[config.mk]
export PLATFORM = sky130hd
export DESIGN_NAME = inst_ctrl
export DESIGN_NICKNAME = d
export VERILOG_FILES = /design/src/rtl/inst_ctrl_pkg.sv /design/src/rtl/inst_ctrl_regfile.sv /design/src/rtl/inst_ctrl.sv
export SDC_FILE = /design/constraint.sdc
export NUM_CORES = 2
export LEC_CHECK = 0
export ABC_AREA = 1
export BUFFER_PORTS_ARGS = -buffer_cell sky130_fd_sc_hd__buf_2
export CAP_MARGIN = 20
export CORE_ASPECT_RATIO = 0.5
export CORE_MARGIN = 8
export CORE_UTILIZATION = 30
export CTS_BUF_LIST = sky130_fd_sc_hd__clkbuf_4 sky130_fd_sc_hd__clkbuf_8
export CTS_CLUSTER_DIAMETER = 100
export CTS_CLUSTER_SIZE = 8
export DETAILED_ROUTE_END_ITERATION = 8
export PLACE_DENSITY = 0.54
export SLEW_MARGIN = 20
export SYNTH_ARGS = -nofsm -noshare
export SYNTH_HDL_FRONTEND = slang
export SYNTH_SLANG_ARGS = --single-unit
[constraint.sdc]
create_clock -name i_clk -period 40.5 [get_ports i_clk]
set_clock_uncertainty 0.15 [all_clocks]
set_input_delay 2.025 -clock i_clk [delete_from_list [all_inputs] [get_ports i_clk]]
set_output_delay 2.025 -clock i_clk [all_outputs]
set_load 0.01 [all_outputs]
[src/rtl/inst_ctrl_pkg.sv]
// Shared encodings for the multi-cycle instruction controller: opcodes, functs,
// ALU op codes, status codes, FSM states and the instruction decoder.
package inst_ctrl_pkg;

    localparam logic [5:0] OP_RTYPE = 6'h00;
    localparam logic [5:0] OP_ADDI  = 6'h08;
    localparam logic [5:0] OP_LW    = 6'h23;
    localparam logic [5:0] OP_SW    = 6'h2B;
    localparam logic [5:0] OP_BEQ   = 6'h04;
    localparam logic [5:0] OP_BNE   = 6'h05;
    localparam logic [5:0] OP_EOI   = 6'h3F;

    localparam logic [5:0] FN_ADD  = 6'h20;
    localparam logic [5:0] FN_SUB  = 6'h22;
    localparam logic [5:0] FN_MUL  = 6'h18;
    localparam logic [5:0] FN_FADD = 6'h30;
    localparam logic [5:0] FN_FSUB = 6'h31;
    localparam logic [5:0] FN_FMUL = 6'h32;
    localparam logic [5:0] FN_AND  = 6'h24;
    localparam logic [5:0] FN_OR   = 6'h25;
    localparam logic [5:0] FN_NOR  = 6'h27;
    localparam logic [5:0] FN_SLT  = 6'h2A;
    localparam logic [5:0] FN_SLL  = 6'h00;
    localparam logic [5:0] FN_SRL  = 6'h02;

    localparam logic [3:0] ALU_ADD  = 4'd0;
    localparam logic [3:0] ALU_SUB  = 4'd1;
    localparam logic [3:0] ALU_MUL  = 4'd2;
    localparam logic [3:0] ALU_FADD = 4'd3;
    localparam logic [3:0] ALU_FSUB = 4'd4;
    localparam logic [3:0] ALU_FMUL = 4'd5;
    localparam logic [3:0] ALU_AND  = 4'd7;
    localparam logic [3:0] ALU_OR   = 4'd8;
    localparam logic [3:0] ALU_NOR  = 4'd9;
    localparam logic [3:0] ALU_SLT  = 4'd10;
    localparam logic [3:0] ALU_SLL  = 4'd11;
    localparam logic [3:0] ALU_SRL  = 4'd12;

    localparam logic [2:0] ST_R_OK  = 3'd0;
    localparam logic [2:0] ST_I_OK  = 3'd1;
    localparam logic [2:0] ST_ERROR = 3'd2;
    localparam logic [2:0] ST_END   = 3'd3;

    typedef enum logic [2:0] {
        S_FETCH, S_DECODE, S_EXEC, S_MEM, S_WB, S_HALT
    } state_t;

    typedef enum logic [3:0] {
        K_ILLEGAL, K_ALU, K_SHIFT, K_ADDI, K_LW, K_SW, K_BEQ, K_BNE, K_EOI
    } kind_t;

    typedef struct packed {
        kind_t      kind;
        logic [3:0] alu_op;
        logic       ovf_chk;    // overflow on this op is an architectural error
        logic [2:0] ok_status;  // status reported when nothing goes wrong
    } dec_t;

    function automatic dec_t decode(input logic [5:0] opcode, input logic [5:0] funct);
        dec_t d;
        d = '{kind: K_ILLEGAL, alu_op: ALU_ADD, ovf_chk: 1'b0, ok_status: ST_ERROR};
        case (opcode)
            OP_RTYPE: begin
                d.kind      = K_ALU;
                d.ok_status = ST_R_OK;
                case (funct)
                    FN_ADD:  begin d.alu_op = ALU_ADD; d.ovf_chk = 1'b1; end
                    FN_SUB:  begin d.alu_op = ALU_SUB; d.ovf_chk = 1'b1; end
                    FN_MUL:  begin d.alu_op = ALU_MUL; d.ovf_chk = 1'b1; end
                    FN_FADD: d.alu_op = ALU_FADD;
                    FN_FSUB: d.alu_op = ALU_FSUB;
                    FN_FMUL: d.alu_op = ALU_FMUL;
                    FN_AND:  d.alu_op = ALU_AND;
                    FN_OR:   d.alu_op = ALU_OR;
                    FN_NOR:  d.alu_op = ALU_NOR;
                    FN_SLT:  d.alu_op = ALU_SLT;
                    FN_SLL:  begin d.alu_op = ALU_SLL; d.kind = K_SHIFT; end
                    FN_SRL:  begin d.alu_op = ALU_SRL; d.kind = K_SHIFT; end
                    default: d.kind = K_ILLEGAL;
                endcase
            end
            OP_ADDI: begin d.kind = K_ADDI; d.ovf_chk = 1'b1; d.ok_status = ST_I_OK; end
            OP_LW:   begin d.kind = K_LW;  d.ok_status = ST_I_OK; end
            OP_SW:   begin d.kind = K_SW;  d.ok_status = ST_I_OK; end
            OP_BEQ:  begin d.kind = K_BEQ; d.alu_op = ALU_SUB; d.ok_status = ST_I_OK; end
            OP_BNE:  begin d.kind = K_BNE; d.alu_op = ALU_SUB; d.ok_status = ST_I_OK; end
            OP_EOI:  begin d.kind = K_EOI; d.ok_status = ST_END; end
            default: d.kind = K_ILLEGAL;
        endcase
        return d;
    endfunction

endpackage

[src/rtl/inst_ctrl_regfile.sv]
// 32x32 register file: two asynchronous read ports, one synchronous write port,
// r0 hard-wired to zero.
module inst_ctrl_regfile (
    input  logic        i_clk,
    input  logic        i_rst,
    input  logic [4:0]  i_ra1,
    input  logic [4:0]  i_ra2,
    output logic [31:0] o_rd1,
    output logic [31:0] o_rd2,
    input  logic        i_we,
    input  logic [4:0]  i_wa,
    input  logic [31:0] i_wd
);

    logic [31:0] regs [32];

    always_ff @(posedge i_clk or posedge i_rst) begin
        if (i_rst) begin
            for (int i = 0; i < 32; i++) regs[i] <= '0;
        end else if (i_we && (i_wa != 5'd0)) begin
            regs[i_wa] <= i_wd;
        end
    end

    assign o_rd1 = (i_ra1 == 5'd0) ? 32'd0 : regs[i_ra1];
    assign o_rd2 = (i_ra2 == 5'd0) ? 32'd0 : regs[i_ra2];

endmodule

[src/rtl/inst_ctrl.sv]
// Five-state instruction controller: fetch, decode, drive the external ALU,
// access data memory and write back, with one status pulse per instruction.
module inst_ctrl
    import inst_ctrl_pkg::*;
#(
    parameter int unsigned IMEM_BYTES = 4096,
    parameter int unsigned DMEM_BYTES = 4096
) (
    input  logic        i_clk,
    input  logic        i_rst,
    output logic [31:0] o_i_addr,
    input  logic [31:0] i_inst,
    output logic [3:0]  o_alu_op,
    output logic [31:0] o_alu_a,
    output logic [31:0] o_alu_b,
    input  logic [31:0] i_alu_result,
    input  logic        i_alu_overflow,
    input  logic        i_alu_equal,
    output logic        o_d_we,
    output logic [31:0] o_d_addr,
    output logic [31:0] o_d_wdata,
    input  logic [31:0] i_d_rdata,
    output logic [2:0]  o_status,
    output logic        o_status_valid
);

    state_t      state, state_nxt;
    logic [31:0] pc, rs_q, rt_q, res_q, npc_q;
    logic [20:0] fld_q;     // rt, rd, shamt and imm fields of the current instruction
    dec_t        dec_q;
    logic        err_q;
    logic [2:0]  status_q;

    logic [31:0] rd1, rd2, imm_sext, npc, wd;
    logic [4:0]  wa;
    logic        we, taken, is_mem, exec_err;

    inst_ctrl_regfile u_rf (
        .i_clk (i_clk),
        .i_rst (i_rst),
        .i_ra1 (i_inst[25:21]),
        .i_ra2 (i_inst[20:16]),
        .o_rd1 (rd1),
        .o_rd2 (rd2),
        .i_we  (we),
        .i_wa  (wa),
        .i_wd  (wd)
    );

    assign imm_sext = {{16{fld_q[15]}}, fld_q[15:0]};
    assign is_mem   = (dec_q.kind == K_LW) || (dec_q.kind == K_SW);

    // Everything that can go wrong is known by the end of EXEC, so later states
    // only have to consult err_q.
    always_comb begin
        taken = ((dec_q.kind == K_BEQ) &&  i_alu_equal) ||
                ((dec_q.kind == K_BNE) && !i_alu_equal);
        npc   = pc + 32'd4 + (taken ? {imm_sext[29:0], 2'b00} : 32'd0);
        exec_err = (dec_q.kind == K_ILLEGAL) ||
                   (dec_q.ovf_chk && i_alu_overflow) ||
                   (is_mem && (i_alu_result >= 32'(DMEM_BYTES))) ||
                   (npc >= 32'(IMEM_BYTES));
        if (dec_q.kind == K_EOI) exec_err = 1'b0;
    end

    always_ff @(posedge i_clk or posedge i_rst) begin
        if (i_rst) begin
            state    <= S_FETCH;
            pc       <= '0;
            fld_q    <= '0;
            dec_q    <= '0;
            rs_q     <= '0;
            rt_q     <= '0;
            res_q    <= '0;
            npc_q    <= '0;
            err_q    <= 1'b0;
            status_q <= ST_R_OK;
        end else begin
            state <= state_nxt;
            case (state)
                S_DECODE: begin
                    fld_q <= i_inst[20:0];
                    dec_q <= decode(i_inst[31:26], i_inst[5:0]);
                    rs_q  <= rd1;
                    rt_q  <= rd2;
                end
                S_EXEC: begin
                    res_q    <= i_alu_result;
                    npc_q    <= npc;
                    err_q    <= exec_err;
                    status_q <= exec_err ? ST_ERROR : dec_q.ok_status;
                end
                S_WB: begin
                    if (!err_q && (dec_q.kind != K_EOI)) pc <= npc_q;
                end
                default: ;
            endcase
        end
    end

    always_comb begin
        state_nxt = state;
        unique case (state)
            S_FETCH:  state_nxt = S_DECODE;
            S_DECODE: state_nxt = S_EXEC;
            S_EXEC:   state_nxt = S_MEM;
            S_MEM:    state_nxt = S_WB;
            S_WB:     state_nxt = (err_q || (dec_q.kind == K_EOI)) ? S_HALT : S_FETCH;
            S_HALT:   state_nxt = S_HALT;
            default:  state_nxt = S_FETCH;
        endcase
    end

    always_comb begin
        o_alu_op = '0;
        o_alu_a  = '0;
        o_alu_b  = '0;
        if (state == S_EXEC) begin
            o_alu_op = dec_q.alu_op;
            case (dec_q.kind)
                K_SHIFT: begin
                    o_alu_a = rt_q;
                    o_alu_b = {27'd0, fld_q[10:6]};
                end
                K_ADDI, K_LW, K_SW: begin
                    o_alu_a = rs_q;
                    o_alu_b = imm_sext;
                end
                default: begin
                    o_alu_a = rs_q;
                    o_alu_b = rt_q;
                end
            endcase
        end
    end

    // Memory strobes are decoded from state, so an async reset kills them at once.
    always_comb begin
        o_d_we    = 1'b0;
        o_d_addr  = '0;
        o_d_wdata = '0;
        if ((state == S_MEM) && is_mem && !err_q) begin
            o_d_addr = res_q;
            if (dec_q.kind == K_SW) begin
                o_d_we    = 1'b1;
                o_d_wdata = rt_q;
            end
        end
    end

    always_comb begin
        we = 1'b0;
        wa = fld_q[20:16];
        wd = res_q;
        if ((state == S_WB) && !err_q) begin
            case (dec_q.kind)
                K_ALU, K_SHIFT: begin we = 1'b1; wa = fld_q[15:11]; end
                K_ADDI:         we = 1'b1;
                K_LW:           begin we = 1'b1; wd = i_d_rdata; end
                default:        ;
            endcase
        end
    end

    assign o_i_addr       = pc;
    assign o_status_valid = (state == S_WB);
    assign o_status       = (state == S_WB) ? status_q : ST_R_OK;

endmodule

==> After elaboration in Yosys (flattened, before gate mapping) <==
Index checks and enable logic that the tools add are counted.
{ "classes": {"n_mux": 40, "addsub": 2, "n_reduce_logical": 34, "n_eq_ne": 31, "order_cmp": 6, "n_bitwise": 3} }
{ "ops": {"columns": ["operator", "n"], "rows": [
  ["1024-bit bitwise mux", 1],
  ["32-bit two-way mux", 16],
  ["32-bit binary-select mux with 5-bit select", 2],
  ["32-bit demux with 5-bit select", 1],
  ["6-bit equality test, second input constant", 12],
  ["32-bit by 13-bit >= comparator with 1-bit output, second input constant", 2],
  ["32-bit case mux with 2 select lines", 1],
  ["4-bit case mux with 11 select lines", 1],
  ["32-bit by 3-bit adder with 32-bit output, second input constant", 1],
  ["32-bit adder", 1],
  ["4-bit case mux with 7 select lines", 1],
  ["6-bit >= comparator, second input constant", 3],
  ["5-bit NOT with 6-bit output", 3],
  ["3-bit case mux with 6 select lines", 1],
  ["4-bit by 3-bit equality test with 1-bit output, second input constant", 4],
  ["6-bit by 3-bit equality test with 1-bit output, second input constant", 2],
  ["6-bit logical NOT", 2],
  ["1-bit logical AND", 10],
  ["5-bit logical NOT", 2],
  ["5-bit two-way mux", 2],
  ["10-bit OR reduction", 1],
  ["3-bit two-way mux", 3],
  ["4-bit by 2-bit equality test with 1-bit output, second input constant", 2],
  ["4-bit case mux with 2 select lines", 1],
  ["other kinds (25)", 41]
]} }
{ "totals": {"wordCells": 161, "regBits": 1224, "in_bits": 100, "output_inout_bits": 169} }

==> Depth between registers and ports, before layout <==
{ "logic_depth": {"word_depth": 10, "ltp_mapped": 26, "depth_no_buf": 25} }

==> Modules after synthesis <==
Synthesis repeated with hierarchy kept, for this count alone.
{ "unflattened": {"cells_unflattened": 10077, "area_unflattened_um2": 68883.6} }
{ "modules_own_cells": {"columns": ["module", "area_each_um2", "n_inst", "seq_area_each_um2", "cells_each"], "rows": [
  ["inst_ctrl_regfile", 56769.4, 1, 25624.6, 8325],
  ["inst_ctrl", 12114.1, 1, 4954.8, 1752]
]} }

==> Worst setup path after synthesis <==
OpenSTA, ideal clock, no wires.
{ "synth_path": {"path_type": "input to register", "from": "in i_alu_equal", "to": "reg status_q[1]", "setup_slack_ns": 35.341, "path_buffers": 1, "t_required_ns": 40.233, "setup_time_ns": 0.117, "arrival_ns": 4.892, "stages": 21, "cell_sequence": "inv_1 -> nand2_1 -> nand3_1 -> nor2_1 -> clkbuf_1 -> ha_1 -> ha_1 -> nand2_1 -> inv_1 -> nand2_1 -> nor3_1 -> and2_1 -> nand2_1 -> nand3_1 -> nand2_1 -> nor2_1 -> nand3_1 -> o21bai_1 -> nand2_1 -> nand2_1 -> nand2_1"} }
{ "synth_via": {"elab_chain_cells": 9, "elab_cells_between_ends": 10, "classes_between": "add/sub: 1; order compare: 1; mux: 3; reduce/logical: 5"} }
{ "synth_lines": {"columns": ["item", "line", "text"], "rows": [
  ["start, declared", "inst_ctrl.sv:18", "input logic i_alu_equal,"],
  ["1-bit logical NOT", "inst_ctrl.sv:57", "((dec_q.kind == K_BNE) && !i_alu_equal);"],
  ["1-bit logical AND", "inst_ctrl.sv:57", null],
  ["1-bit logical OR (*)", "inst_ctrl.sv:56", "taken = ((dec_q.kind == K_BEQ) && i_alu_equal) ||"],
  ["32-bit two-way mux (*)", "inst_ctrl.sv:58", "npc = pc + 32'd4 + (taken ? {imm_sext[29:0], 2'b00} : 32'd0);"],
  ["32-bit adder (*)", "inst_ctrl.sv:58", null],
  ["32-bit by 13-bit >= comparator with 1-bit output (*)", "inst_ctrl.sv:62", "(npc >= 32'(IMEM_BYTES));"],
  ["1-bit logical OR (*)", "inst_ctrl.sv:61", "(is_mem && (i_alu_result >= 32'(DMEM_BYTES))) ||"],
  ["1-bit two-way mux (*)", "inst_ctrl.sv:63", "if (dec_q.kind == K_EOI) exec_err = 1'b0;"],
  ["3-bit two-way mux (*)", "inst_ctrl.sv:91", "status_q <= exec_err ? ST_ERROR : dec_q.ok_status;"],
  ["end signal, assigned", "inst_ctrl.sv:91", null],
  ["end, declared", "inst_ctrl.sv:32", "logic [2:0] status_q;"]
]} }
Every way passes the cells marked *; elsewhere a longest branch is shown, timed or not.
A chain may end at the register's enable or synchronous reset.

==> qor.yml <==
outcome:
  status: "finished, final reports clean"
finish:
  drive_gt1_frac: 0.07911
  nNetsFinal: 8855
  fin_cells: 11630
  fin_util: 0.3297
  fill_cells: 23370
  area_growth_syn_to_layout_pct: 9.335
place:
  place_worst_setup_slack_ns: 33.04
  place_inst: 11430
  dpl.hpwl_um: 158700
  routabilityCongestion: 0.8661
  io_buffers: 267
hold_path:
  min_path_type: "reg -> reg"
sta:
  period_needed_ns: 6.241
  rsz0062_at_grt: "no"
  slew_violations: 0
  setup_violations: 0
  slew_headroom: 0.1944
  fmax_mhz: 160.2
  final.setup.tns_ns: 0
  post-route-period-util: 0.1541
  finalHoldViolCount: 0
  tightest_slew_ns: 1.208
  layout_setup_ws_ns: 34.26
pwr:
  p_per_area_nw_per_um2: 46.00
  leakagePower_nw: 35.71
  peakVddDrop_mv: 0.03883
synth:
  synth_cell_types: 46
  ys_warn_count: 0
  syn_area_um2: 65610
  synth_edf_count: 0
  synth_nets: 9073
  yosysSeqAreaShare: 0.4661
  async_flop_share: 1.000
  synth_seq_cells: 1222
  synth_flop_cell: "dfrtp_1"
  synth_area_per_cell_um2: 7.350
  syn_inst: 8927
critical_path:
  max_stage_delay_ns: 0.89
  cpMostUsedCell: "buf_4"
  worst-setup-path-type: "in -> async"
  startpoint_type: "primary input"
  cp.arrival_ns: 7.04
  crit_path_max_fanout: 105
  cpMaxStageDelayCell: "buf_4"
  critPathRequiredTime_ns: 41.30
  end_kind: "async pin"
  crit_chain: "buf_2, inv_8, buf_4, buf_4, buf_4, buf_4, buf_4"
die:
  rows: 121
  fp.coreArea_um2: 217600
  die_w_um: 677.4
  die_y_um: 346.7
  start_util: 0.3016
  pin_count: 269
  dieArea_um2: 234800
clocking:
  cts_tree: "done"
  clk_pin_slew_worst_paths_ns: 0.06
  cts_setup_buffers: 0
  cts_max_path_buffers: 3
  cts_htree_levels: 4
  clock_latency_ns: 0.96
  cts_resized: 0
  cts_made_buffers: 170
  cts_root_buf: "clkbuf_8"
  holdBufCountCts: 0
  tritoncts_num_sinks: 1222
global_route:
  gr-total-overflow: 0
  grt_pass1_vias: 59720
  grt_pass1_wl_um: 408500
  grtUsageTotal: 0.2268
  antenna_found_initial: 11
  grt_max_degree: 165
drt:
  first_pass_iters: 6
  drc: 0
  drt_iter0_markers: 7980
  via_per_inst: 5.512
  wl_per_cell_um: 23.88
  vias: 64070
  final_antenna_net_count: 0
  wirelength_um: 277700
job:
  max_cap_viol_count: 0
## layer usage
layer,up-vias,part of all wire,global-route usage
li1,29260,-,-
met5,-,0,0
met4,0,0.039,0.08642
met1,31110,0.43,0.3147
met3,593,0.090,0.04413
met2,3109,0.44,0.3490
## per-stage QoR
step                total power [mW]  area (µm²)  hold WS [ns]
finish                         3.300       71740        0.2255
global route                   3.455       71730        0.2372
detailed placement             2.424       69150        0.2156
CTS                            3.304       71650        0.2291
floorplan                      1.989       65610        0.2790
global placement               2.421       69130        0.2146
## power breakdown
group          total, mW  internal [mW]  switching, mW
Sequential          1.46           1.36          0.106
Combinational      0.955          0.228          0.728
Clock              0.880          0.384          0.496
Total               3.30           1.97           1.33
## synth_stat cells, types with 25 or more instances
master	count	share of area
a32oi_1	63	0.0084
a21oi_1	322	0.025
clkbuf_1	752	0.043
nor2_1	759	0.043
a32o_1	63	0.0096
dfrtp_1	1222	0.47
ha_1	45	0.0086
o21ai_0	2249	0.17
a221oi_1	126	0.017
nand2_2	25	0.0024
inv_1	509	0.029
o22ai_1	266	0.025
nand2_1	2334	0.13
buf_1	40	0.0023
nand3_1	43	0.0033
## critical path, delay by kind of cell
family / cells / cell delay, ns
buffers and inverters: 7 / 4.62
## placed cells by master (no fill, tap or decap), types with 126 or more instances in the layout
cell type  Yosys  routed
a21oi_1      322     290
a221oi_1     126     126
buf_2          0     257
buf_4          3     136
clkbuf_8       0     174
dfrtp_1     1222    1222
inv_1        509     504
nand2_1     2334    2327
nor2_1       759     752
o21ai_0     2249    2248
o22ai_1      266     266
## kinds of logic (layout without fill, tap and decap cells)
group	Yosys count	after routing	share of synthesized area
adder cells (fa/ha/maj)	46	46	0.008886
other	1	14	0.00005715
AO/OA/AOI/OAI	3116	3116	0.2591
buffers and inverters	1309	1104	0.07506
XOR/XNOR	16	16	0.002136
flip-flops	1222	1222	0.4661
multiplexers	6	6	0.001030
AND/OR/NAND/NOR	3211	3211	0.1876
## worst paths after layout
check	startpoint	endpoint	slack (ns)	depth (start not counted)
setup / recovery	i_rst	u_rf.regs[1007]$_DFFE_PP0P_	34.26	7
hold / removal	u_rf.regs[999]$_DFFE_PP0P_	u_rf.regs[999]$_DFFE_PP0P_	0.23	0
setup reg to reg	state[2]$_DFF_PP0_	u_rf.regs[597]$_DFFE_PP0P_	35.83	13
hold reg to reg	u_rf.regs[999]$_DFFE_PP0P_	u_rf.regs[999]$_DFFE_PP0P_	0.23	0
max in group i_clk	state[2]$_DFF_PP0_	o_alu_a[12]	34.38	6
min in group asynchronous	i_rst	u_rf.regs[648]$_DFFE_PP0P_	1.03	2
## final cells by class
class / instances / area, µm² / area share
sequential: 1222 / 30580 / 0.4263
multi-input combinational: 6396 / 30530 / 0.4255
tap: 2890 / 3616 / 0.05041
timing repair buffer: 405 / 2510 / 0.03499
clock buffer: 174 / 2395 / 0.03338
inverter: 514 / 1967 / 0.02742
clock inverter: 11 / 112.6 / 0.001570
antenna: 13 / 32.53 / 0.0004535
## sequential cells by signal, summed over array words and instances, names as in the netlist
| signal | count |
|---|---|
| dec_q | 11 |
| err_q | 1 |
| fld_q | 21 |
| npc_q | 32 |
| o_i_addr | 32 |
| res_q | 32 |
| rs_q | 32 |
| rt_q | 32 |
| state | 3 |
| status_q | 2 |
| u_rf.regs | 1024 |
No activity file was read; power rests on OpenSTA's default activity.
